$ cat src/rtl/cic_decim_prog.sv
// cic_decim_prog
//   N-stage CIC decimator with a run-time decimation ratio. Single clock;
//   in_vld qualifies each input sample, so no divided clocks are needed.
//   Sits between the ADC front end and the digital back end.
//
// Optional build macro: CIC_ROUND_EN
//   defined   : output is rounded (half up) and saturated to OBW bits
//   undefined : output is the top OBW bits of the full-precision result (floor)
//
// Ports
//   clk       in   1      clock, everything on the rising edge
//   res       in   1      synchronous reset, active high
//   in_vld    in   1      in carries a valid sample this cycle
//   in        in   BW     signed input sample
//   rate      in   RW+1   requested decimation ratio, clamped to 2..2**RW
//   out_vld   out  1      one-cycle strobe, out is a new sample
//   out       out  OBW    signed decimated sample, held between strobes
//   rate_act  out  RW+1   ratio in effect for the current group
module cic_decim_prog #(
  parameter int BW  = 11,
  parameter int N   = 3,
  parameter int RW  = 3,
  parameter int OBW = 16
) (
  input  logic                  clk,
  input  logic                  res,
  input  logic                  in_vld,
  input  logic signed [BW-1:0]  in,
  input  logic        [RW:0]    rate,
  output logic                  out_vld,
  output logic signed [OBW-1:0] out,
  output logic        [RW:0]    rate_act
);

  localparam int OW = BW + N * RW;
  localparam int S  = OW - OBW;
  localparam logic [RW:0] RATE_MIN = (RW+1)'(2);
  localparam logic [RW:0] RATE_MAX = (RW+1)'(2**RW);

  logic        [RW:0]    rate_clamped;
  logic        [RW:0]    cnt;
  logic                  first_pend;
  logic                  dec;
  logic                  dec_q;
  logic signed [OW-1:0]  in_ext;
  logic signed [OW-1:0]  integ    [N];
  logic signed [OW-1:0]  stage_in [N];
  logic        [N-1:0]   stage_vld;
  logic signed [OW-1:0]  comb_q   [N];
  logic signed [OW-1:0]  comb_d   [N];
  logic        [N-1:0]   comb_v;
  logic signed [OW-1:0]  comb_out;

  assign in_ext = {{(OW-BW){in[BW-1]}}, in};

  // Out-of-range ratio requests are pulled back into the legal 2..RMAX window.
  always_comb begin
    rate_clamped = rate;
    if (rate < RATE_MIN)
      rate_clamped = RATE_MIN;
    else if (rate > RATE_MAX)
      rate_clamped = RATE_MAX;
  end

  // cnt starts at 0 with every group, so on the very first valid after reset
  // it cannot match rate_act-1 (rate_act >= 2) and dec stays low.
  assign dec = in_vld && (cnt == rate_act - (RW+1)'(1));

  // Group counter and ratio register. The ratio is only picked up at a group
  // boundary (or the first valid after reset) so a group is never resized.
  always_ff @(posedge clk) begin
    if (res) begin
      cnt        <= '0;
      rate_act   <= RATE_MIN;
      first_pend <= 1'b1;
    end else if (in_vld) begin
      first_pend <= 1'b0;
      if (dec) begin
        cnt      <= '0;
        rate_act <= rate_clamped;
      end else begin
        cnt <= cnt + (RW+1)'(1);
        if (first_pend)
          rate_act <= rate_clamped;
      end
    end
  end

  // Integrator cascade. Each stage adds the registered value of the stage
  // before it; wraparound is intended and cancels in the combs.
  always_ff @(posedge clk) begin
    if (res) begin
      for (int k = 0; k < N; k++)
        integ[k] <= '0;
    end else if (in_vld) begin
      integ[0] <= integ[0] + in_ext;
      for (int k = 1; k < N; k++)
        integ[k] <= integ[k] + integ[k-1];
    end
  end

  // dec_q marks the cycle where the last integrator holds the group result.
  always_ff @(posedge clk) begin
    if (res)
      dec_q <= 1'b0;
    else
      dec_q <= dec;
  end

  // Wiring of comb stage inputs: stage 0 reads the last integrator, the rest
  // read the previous comb stage; valid bits ride along as a shift chain.
  always_comb begin
    stage_in[0]  = integ[N-1];
    stage_vld[0] = dec_q;
    for (int k = 1; k < N; k++) begin
      stage_in[k]  = comb_q[k-1];
      stage_vld[k] = comb_v[k-1];
    end
  end

  // Comb stages with differential delay 1. Output and delay registers only
  // move on their own valid bit, so idle gaps in in_vld do not disturb them.
  always_ff @(posedge clk) begin
    if (res) begin
      comb_v <= '0;
      for (int k = 0; k < N; k++) begin
        comb_q[k] <= '0;
        comb_d[k] <= '0;
      end
    end else begin
      comb_v <= stage_vld;
      for (int k = 0; k < N; k++) begin
        if (stage_vld[k]) begin
          comb_q[k] <= stage_in[k] - comb_d[k];
          comb_d[k] <= stage_in[k];
        end
      end
    end
  end

  assign comb_out = comb_q[N-1];
  assign out_vld  = comb_v[N-1];

`ifdef CIC_ROUND_EN
  if (S == 0) begin : g_pass
    assign out = comb_out;
  end else begin : g_round
    logic signed [OW:0]  rsum;
    logic signed [OBW:0] rq;
    logic                unused_round_lsbs;

    // One extra bit so the rounding constant cannot wrap the largest value.
    assign rsum = {comb_out[OW-1], comb_out} + (OW+1)'(2**(S-1));
    assign rq   = rsum[OW:S];
    assign unused_round_lsbs = ^rsum[S-1:0];

    // rq carries one bit more than out; a disagreeing top pair means overflow.
    always_comb begin
      out = rq[OBW-1:0];
      if (rq[OBW] != rq[OBW-1])
        out = rq[OBW] ? {1'b1, {(OBW-1){1'b0}}} : {1'b0, {(OBW-1){1'b1}}};
    end
  end
`else
  assign out = comb_out[OW-1:S];
  if (S > 0) begin : g_trunc_lsbs
    logic unused_trunc_lsbs;
    assign unused_trunc_lsbs = ^comb_out[S-1:0];
  end
`endif

endmodule

$ cat config.mk
export PLATFORM = sky130hd
export DESIGN_NAME = cic_decim_prog
export DESIGN_NICKNAME = d
export VERILOG_FILES = /design/src/rtl/cic_decim_prog.sv
export SDC_FILE = /design/constraint.sdc
export NUM_CORES = 1
export LEC_CHECK = 0
export ABC_CLOCK_PERIOD_IN_PS = 3620
export CORE_MARGIN = 2
export CORE_UTILIZATION = 55
export DETAILED_ROUTE_END_ITERATION = 10
export PLACE_DENSITY = 0.73
export SETUP_SLACK_MARGIN = 0.5
export SYNTH_ARGS = -nofsm -noshare
export SYNTH_HDL_FRONTEND = slang
export SYNTH_SLANG_ARGS = --single-unit
$ cat constraint.sdc
create_clock -name clk -period 3.62 [get_ports clk]
set_clock_uncertainty 0.15 [all_clocks]
set_input_delay 0.543 -clock clk [delete_from_list [all_inputs] [get_ports clk]]
set_output_delay 0.543 -clock clk [all_outputs]
set_load 0.05 [all_outputs]
Word-level counts from Yosys, hierarchy flattened --
Memories as Yosys holds them, arrays and structs flattened. Cells that the tools add are included.
Operators by class: add/sub/neg operators 8, order comparisons 2, equality and inequality tests 1, muxes and demuxes 28, bitwise gates (word level) 9, reductions and logical operators 3
Operator list (count):
- 20-bit two-way mux | 9
- 20-bit subtractor | 3
- 20-bit adder | 2
- 20-bit by 11-bit adder with 20-bit output | 1
- 4-bit two-way mux | 5
- 1-bit two-way mux | 14
- 1-bit bitwise OR | 9
- 4-bit by 1-bit adder with 4-bit output, second input constant | 1
- 4-bit == test | 1
- 4-bit greater-than comparator, second input constant | 1
- 4-bit by 2-bit less-than comparator with 1-bit output, second input constant | 1
- 4-bit by 1-bit subtractor with 4-bit output, second input constant | 1
- 2-bit AND reduction | 1
- 2-bit nonzero test | 1
- 1-bit logical AND | 1
Storage, ports and cells: flip-flop bits (word level) 13, memory bits (writable) 180, input bits 18, logic and storage cells 59, memories kept 3
Memory list:
- comb_d | depth 3, bits a word 20, read ports 3, clocked after memory_dff 0, wr ports 3, RTL line 50 | logic signed [OW-1:0] comb_d [N];
- comb_q | depth 3, bits a word 20, read ports 3, clocked after memory_dff 0, wr ports 3, RTL line 49 | logic signed [OW-1:0] comb_q [N];
- integ | depth 3, bits a word 20, read ports 3, clocked after memory_dff 0, wr ports 3, RTL line 46 | logic signed [OW-1:0] integ [N];

Logic depth before layout (Yosys ltp) --
Gate-level depths: netlist of the first run.
word-level depth 5, gate-level depth with buffers 10, depth with buffers taken out 10

Worst setup path after synthesis of the first run --
Ideal clock, no wire load.
path type input-to-reg, start point input port in[0], end point memory integ[0][18] (netlist name), data pin, setup time 266 ps, data arrival time 2586 ps, required time 3204 ps, path slack 618 ps, cell stages on the path 9, buffers on the path 0, cell sequence ha_1 > fa_1 > a21o_1 > a21o_1 > a2111oi_2 > o2111ai_1 > a41oi_1 > xor2_1 > nor2_1
RTL lines:
- start, declared | RTL line 28 | input logic signed [BW-1:0] in,
- end, declared | RTL line 46

==> summary.md, run 1 <==
| Metric | Value |
|---|---|
| FILL cells | approximately 1.8k |
| Vias in the first global route | approximately 8.5k |
| Crit path from | in[0] |
| Worst VDD drop | 0.266 mV |
| DR vias | 8,769 |
| Synth warn | 0 |
| Met2 GRT Util | between 30% and 40% |
| Worst hold path startpoint | first_pend |
| Placed cell area | 13,000 sq um |
| Placer congestion estimate | 0.877 |
| Core ar. | around 22,000 sq um |
| Ant diodes | 0 |
| H-Tree Depth | 4 |
| IO buf count | 38 |
| CTS tree | yes |
| CP Max Fanout | 3 |
| Clk buf depth | 2 |
| Max-Cap Viols | 0 |
| Final period util | about 82% |
| Synth Flop Type | edfxtp_1 |
| Relative slew margins | between 40% and 50% |
| DIE WIDTH | approximately 150 um |
| Area Overhead vs Synth | 11.1% |
| Tot Pwr | 6.28 mW |
| Critical path cell sequence | clkdlybuf4s50_1, ha_1, fa_2, a21o_1, a21o_1, a2111oi_4, buf_4, o2111ai_2, a41oi_2, xor2_1, nor2_1 |
| Final min period | 2980 ps |
| Place WS | around 43 ps |
| CP required | approximately 3700 ps |
| CTS buffer count | 17 |
| Syn Std Cell Area | between 10,000 and 15,000 sq um |
| Met3 usage | between 2 and 3% |
| Status | completed |
| Netlist cell types | between 60 and 70 |
| Final Max Slew Viols | 0 |
| Drt total wl | 22.3 mm |
| Final nets | between 1k and 1.5k |
| Die area | roughly 24,000 sq um |
| DP HPWL | around 16 mm |
| Worst Max-Slew Pin Slew | a little under 900 ps |
| WL/cell | roughly 15 um |
| Clk pin slew, worst setup/hold paths | about 70 ps |
| Synthesized netlist cell count | between 1k and 1.5k |
| Area leader, netlist | edfxtp_1 |
| Crit Path Class | in -> reg |
| Pin count of the biggest net entering global routing | between 60 and 70 |
| Setup crit end kind | flip-flop |
| All-Layer GR Usage | 18.9% |
| Final Hold Fails | 0 |
| P_leak | around 5.8 nW |
| Clock insertion delay at the later pin of the skew report | 430 ps |
| Die Ht | 154 um |
| Worst min path class | reg -> reg |
| Remaining antenna violation count after routing | 0 |
| Critical-path top delay cell | clkdlybuf4s50_1 |
| GRT Residual Overflow | 0 |
| Setup ws final | around 640 ps |
| Setup-failing EPs final | 0 |
| CTS sink count | about 190 |
| Post-synth EDFFs | 176 |
| Critical Path Start Type | input pin |
| Ys async rst share | 0% |
| GRT met1 Usage | between 20% and 30% |
| Most Crowded Layer GR | met2 |
| First-pass GRT wire length | ~37 mm |
| Share of cells above drive strength 1 | about 6.2% |
| RSZ-0062 raised after global routing | no |
| Max Fclk | 0.335 GHz |
| DRC | 0 |
| Clock root buffer master | clkbuf_16 |
| Drt via density | 5.74 |
| Mapped Avg Cell Area | a little over 10 sq um |
| Initial Util | a little under three fifths |
| Drt pass-1 iters | 5 |
| DR iter-0 viols | roughly 360 |
| R2R Path Start | integ[0][41] |
| Setup_tns | 0 ps |
| Row count | 54 |
| Post-CTS Setup Inserts | 0 |
| Yosys top cell area share | around 43% |
| Synth Net Count | ~1.3k |
| Register area share after synthesis | between 40 and 50% |
| Ports | 39 |
| Area contributors post-synth | edfxtp_1, ha_1, nor2_1 |
| Initial antenna violation count | 0 |
| Pwr Density | between 400 and 500 nW/um^2 |
| Final Instance Area | around 14,000 sq um |
| Post-Layout Cell Count | around 1.5k |
| CP peak stage delay | about 400 ps |
| Crit path arrival time | 3020 ps |
| Cells after DPL | approximately 1.5k |
| CP dominant cell by count | a21o_1 |
| Yosys reg bits | about 190 |
-- metrics by stage --
step	util [%]	hold WS (ps)
6_report	62.6	311
5_1_grt	62.6	336
4_1_cts	62.4	317
3_5_place_dp	59.5	300
3_3_place_gp	59.5	294
2_1_floorplan	-	281
-- worst max-delay path: cells and delay by family --
| family | cells | cell delay [ps] |
|---|---|---|
| AND/OR/NAND/NOR | 1 | 50 |
| buffers and inverters | 2 | 580 |
| adder cells (fa/ha/maj) | 2 | 580 |
| XOR/XNOR | 1 | 150 |
| AO/OA/AOI/OAI | 5 | 1110 |
-- synth_stat cells, drive strengths merged, types with 2 or more instances --
master     n
o211ai    10
a21oi     73
clkbuf    27
o31ai      8
nor4       3
a2111oi    5
nor3b      5
o311a      3
o41ai      4
nand2     51
and2      67
inv       82
nor2b     13
o31a       5
a41o       2
a2111o     2
o21ai     53
and3      15
o211a      2
nand3     17
nor2     133
or3        9
or2        7
ha       115
xnor2     48
a41oi      3
a21boi     5
o21bai     8
nand2b    12
nand4     13
xor2      42
mux2i      6
a31oi     15
dfxtp     13
nor3      31
a21o      42
edfxtp   176
a31o       3
buf       18
o21a      16
fa         5
a211oi    22
o2111ai    5
-- cells by family (layout without fill, tap and decap cells) --
group	after synthesis	count (layout)	share of synthesized area, %
AO/OA/AOI/OAI	293	293	16.2
XOR/XNOR	90	90	6.39
adder cells (fa/ha/maj)	120	120	12.5
buffers and inverters	127	171	4.35
flip-flops	189	189	45.0
multiplexers	6	6	0.487
AND/OR/NAND/NOR	380	380	15.2
-- what timing repair did --
item | 4_1_cts | 5_1_grt
hold buffers | 0 | 0
gates resized for setup | 0 | 5
setup endpoints to repair | 0 | 8
-- cell usage in the layout, fill, tap and decap left out, drive strengths merged, types with 6 or more instances in the layout --
| cell type | instances |
|---|---|
| a211oi | 22 |
| a21o | 42 |
| a21oi | 73 |
| a31oi | 15 |
| and2 | 67 |
| and3 | 15 |
| buf | 19 |
| clkbuf | 17 |
| clkdlybuf4s50 | 38 |
| dfxtp | 13 |
| edfxtp | 176 |
| ha | 115 |
| inv | 87 |
| mux2i | 6 |
| nand2 | 51 |
| nand2b | 12 |
| nand3 | 17 |
| nand4 | 13 |
| nor2 | 133 |
| nor2b | 13 |
| nor3 | 31 |
| o211ai | 10 |
| o21a | 16 |
| o21ai | 53 |
| o21bai | 8 |
| o31ai | 8 |
| or2 | 7 |
| or3 | 9 |
| xnor2 | 48 |
| xor2 | 42 |
-- routing by layer --
| layer | up-vias | share of wire, % | wire, um |
|---|---|---|---|
| li1 | 4446 | - | - |
| met1 | 4108 | 43 | 9490 |
| met2 | 164 | 51 | 11300 |
| met3 | 51 | 3.2 | 716 |
| met4 | 0 | 3.4 | 750 |
| met5 | - | 0 | 0 |
-- area by class of cell --
class                           count  area [sq um]  share of cell area, %
Inverter                           82           308                   2.25
Timing Repair Buffer               57           561                   4.09
Clock inverter                     15           211                   1.54
Multi-Input combinational cell    889          6300                   46.0
Sequential cell                   189          5550                   40.5
Clock buffer                       17           425                   3.10
Tap cell                          280           350                   2.56
-- worst paths after layout --
path,end,slack [ps],cells after the start
worst max-delay path,integ[0][18],640,11
worst max register to register,comb_q[0][19],660,8
worst min register to register,first_pend,310,1
worst min-delay path,first_pend,310,1
-- sequential cells by signal (all words and copies together) (netlist names) --
register / cells
dec_q: 1
first_pend: 1
rate_act: 4
integ: 60
comb_d: 60
comb_q: 56
cnt: 4
comb_v: 3
-- power by group --
group,total (mW),internal [mW],switching [mW]
sequential,2.67,2.56,0.102
combinational,1.62,0.690,0.932
clock,1.99,1.17,0.824
total,6.28,4.42,1.86
Note: power is estimated with default switching activity, not from simulation.
==> run 2, diff against run 1 <==
--- a/config.mk
+++ b/config.mk
@@ -5,7 +5,7 @@
 export SDC_FILE = /design/constraint.sdc
 export NUM_CORES = 1
 export LEC_CHECK = 0
-export ABC_CLOCK_PERIOD_IN_PS = 3620
+export ABC_CLOCK_PERIOD_IN_PS = 3000
 export CORE_MARGIN = 2
 export CORE_UTILIZATION = 55
 export DETAILED_ROUTE_END_ITERATION = 10
==> constraint.sdc (replaced) <==
create_clock -name clk -period 3 [get_ports clk]
set_clock_uncertainty 0.15 [all_clocks]
set_input_delay 0.45 -clock clk [delete_from_list [all_inputs] [get_ports clk]]
set_output_delay 0.45 -clock clk [all_outputs]
set_load 0.05 [all_outputs]
==> summary.md, run 2 (synthesized netlist as in run 1, its figures left out) <==
| Metric | Value |
|---|---|
| Crit Path Class | reg -> reg (was in -> reg) |
| Setup-failing EPs final | 0 (unchanged) |
| Cells after DPL | 1,513 (was 1,497) |
| Critical Path Start Type | flip-flop (was input pin) |
| Setup crit end kind | flip-flop (unchanged) |
| RSZ-0062 raised after global routing | yes (was no) |
| H-Tree Depth | 4 (unchanged) |
| Top Registers | comb_d x60, integ x60, comb_q x56 (unchanged) |
| Area Overhead vs Synth | 22.6% (was 11.1%) |
| DIE WIDTH | 154 um (unchanged) |
| CP dominant cell by count | a21o_1 (unchanged) |
| Final min period | roughly 2800 ps |
| Critical-path top delay cell | edfxtp_1 (was clkdlybuf4s50_1) |
| Pwr Density | 532 nW/um^2 (was 458 nW/um^2) |
| Remaining antenna violation count after routing | 0 (unchanged) |
| Final Instance Area | 15,100 sq um (was 13,700 sq um) |
| Clock root buffer master | clkbuf_16 (unchanged) |
| DP HPWL | 16.9 mm (was 15.9 mm) |
| DRC | 0 (unchanged) |
| Worst min path class | reg -> reg (unchanged) |
| Drt pass-1 iters | 5 (unchanged) |
| Worst VDD drop | 0.378 mV (was 0.266 mV) |
| Drt via density | 5.74 (about the same) |
| Share of cells above drive strength 1 | 20.3% (was 6.16%) |
| Crit path arrival time | 2830 ps (was 3020 ps) |
| Final period util | ~93% |
| First-pass GRT wire length | 41.5 mm (was 37.1 mm) |
| Max-Cap Viols | 0 (unchanged) |
| Final nets | 1,443 (was 1,374) |
| Vias in the first global route | 9,049 (was 8,456) |
| GRT Residual Overflow | 0 (unchanged) |
| Clock insertion delay at the later pin of the skew report | 430 ps (about the same) |
| CP Max Fanout | 3 (unchanged) |
| Placer congestion estimate | 0.949 (was 0.877) |
| Die Ht | 154 um (unchanged) |
| IO buf count | 38 (unchanged) |
| WL/cell | 16.2 um (was 14.6 um) |
| Drt total wl | 25.9 mm (was 22.3 mm) |
| Worst Max-Slew Pin Slew | 965 ps (was 876 ps) |
| Ant diodes | 0 (unchanged) |
| Clk buf depth | 2 (unchanged) |
| Most frequent cells in the layout | edfxtp_1, nor2_1, ha_1 (unchanged) |
| Met2 wire length | 13.7 mm (was 11.3 mm) |
| Max layer used | met4 (unchanged) |
| Die area | 23,600 sq um (unchanged) |
| Relative slew margins | 35.7% (was 41.6%) |
| WL met3 | 591 um (was 716 um) |
| All-Layer GR Usage | 21.2% (was 18.9%) |
| Pin count of the biggest net entering global routing | 63 (unchanged) |
| CTS sink count | 189 (unchanged) |
| CTS tree | yes (unchanged) |
| Met1 Wirelength | 10.9 mm (was 9.49 mm) |
| P_leak | 6.24 nW (was 5.76 nW) |
| CP peak stage delay | 430 ps (was 400 ps) |
| Final Hold Fails | 0 (unchanged) |
| Initial Util | 56.4% (unchanged) |
| DR iter-0 viols | 479 (was 362) |
| Row count | 54 (unchanged) |
| CTS buffer count | 17 (unchanged) |
| Clk pin slew, worst setup/hold paths | 80 ps (was 70 ps) |
| Post-Layout Cell Count | 1,598 (was 1,529) |
| Critical path cell sequence | ha_4, fa_2, a21o_1, a21o_1, a2111oi_4, buf_4, o21ai_2, a31oi_1, xor2_1, nor2_1 (was clkdlybuf4s50_1, ha_1, fa_2, a21o_1, a21o_1, a2111oi_4, buf_4, o2111ai_2, a41oi_2, xor2_1, nor2_1) |
| CP required | 3030 ps (was 3660 ps) |
| DR vias | 9,179 (was 8,769) |
| Max Fclk | about 0.36 GHz |
| Ports | 39 (unchanged) |
| Status | completed (unchanged) |
| Core ar. | 21,900 sq um (unchanged) |
| Placed cell area | 13,200 sq um (was 13,000 sq um) |
| Commonest non-fill, non-tap cell in the layout | edfxtp_1 (unchanged) |
| Final Max Slew Viols | 0 (unchanged) |
| Initial antenna violation count | 0 (unchanged) |
==> run 2: layer usage <==
metal  up-vias  GRT usage (%)
li1       4584              -
met1      4383           24.3
met2       162           39.5
met3        50           3.04
met4         0           8.61
met5         -              0
==> run 2: worst max-delay path, delay by kind of cell (launching register included) <==
kind                     cells  cell delay (ps)
AO/OA/AOI/OAI                5             1020
XOR/XNOR                     1              160
adder cells (fa/ha/maj)      2              550
buffers and inverters        1              190
flip-flops                   1              430
AND/OR/NAND/NOR              1               50
==> run 2: worst paths after layout <==
| check | from | endpoint | slack, ps | depth (start not counted) |
|---|---|---|---|---|
| max | integ[0][0] | integ[0][12] | 200 | 10 |
| min reg2reg | first_pend | first_pend | 330 | 1 |
| max reg2reg | integ[0][0] | integ[0][12] | 200 | 10 |
| min | first_pend | first_pend | 330 | 1 |
==> run 2: per-stage QoR <==
step / hold slack (ps) / setup WS [ps] / TNS, ps / total power [mW] / util, %
global placement: 301 / -306 / -1240 / 5.21 / 60.5
CTS: 337 / 148 / 0 / 7.79 / 66.4
detailed placement: 318 / -342 / -1490 / 5.27 / 60.5
finish: 333 / 198 / 0 / 8.04 / 69.1
floorplan: 281 / 356 / 0 / 4.80 / -
global route: 358 / 132 / 0 / 8.45 / 69.1
==> run 2: final cells by class <==
type	instances	area [sq um]
Clock inverter	15	174
Multi-Input combinational cell	889	7180
Clock buffer	17	425
Tap cell	280	350
Timing Repair Buffer	126	1140
Sequential cell	189	5550
Inverter	82	313
Fill cell	1581	6760
==> run 2: power by group <==
part	internal [mW]	total (mW)	switching [mW]
logic	1.15	2.54	1.39
clock network	1.20	2.27	1.08
registers	3.09	3.23	0.137
total	5.44	8.04	2.60
==> run 2: timing repair <==
action | CTS | global route
resized for setup | 92 | 97
setup buffers | 39 | 14
hold buffers | 0 | 0
pin swaps | 56 | 82
endpoints found under the setup margin | 58 | 64
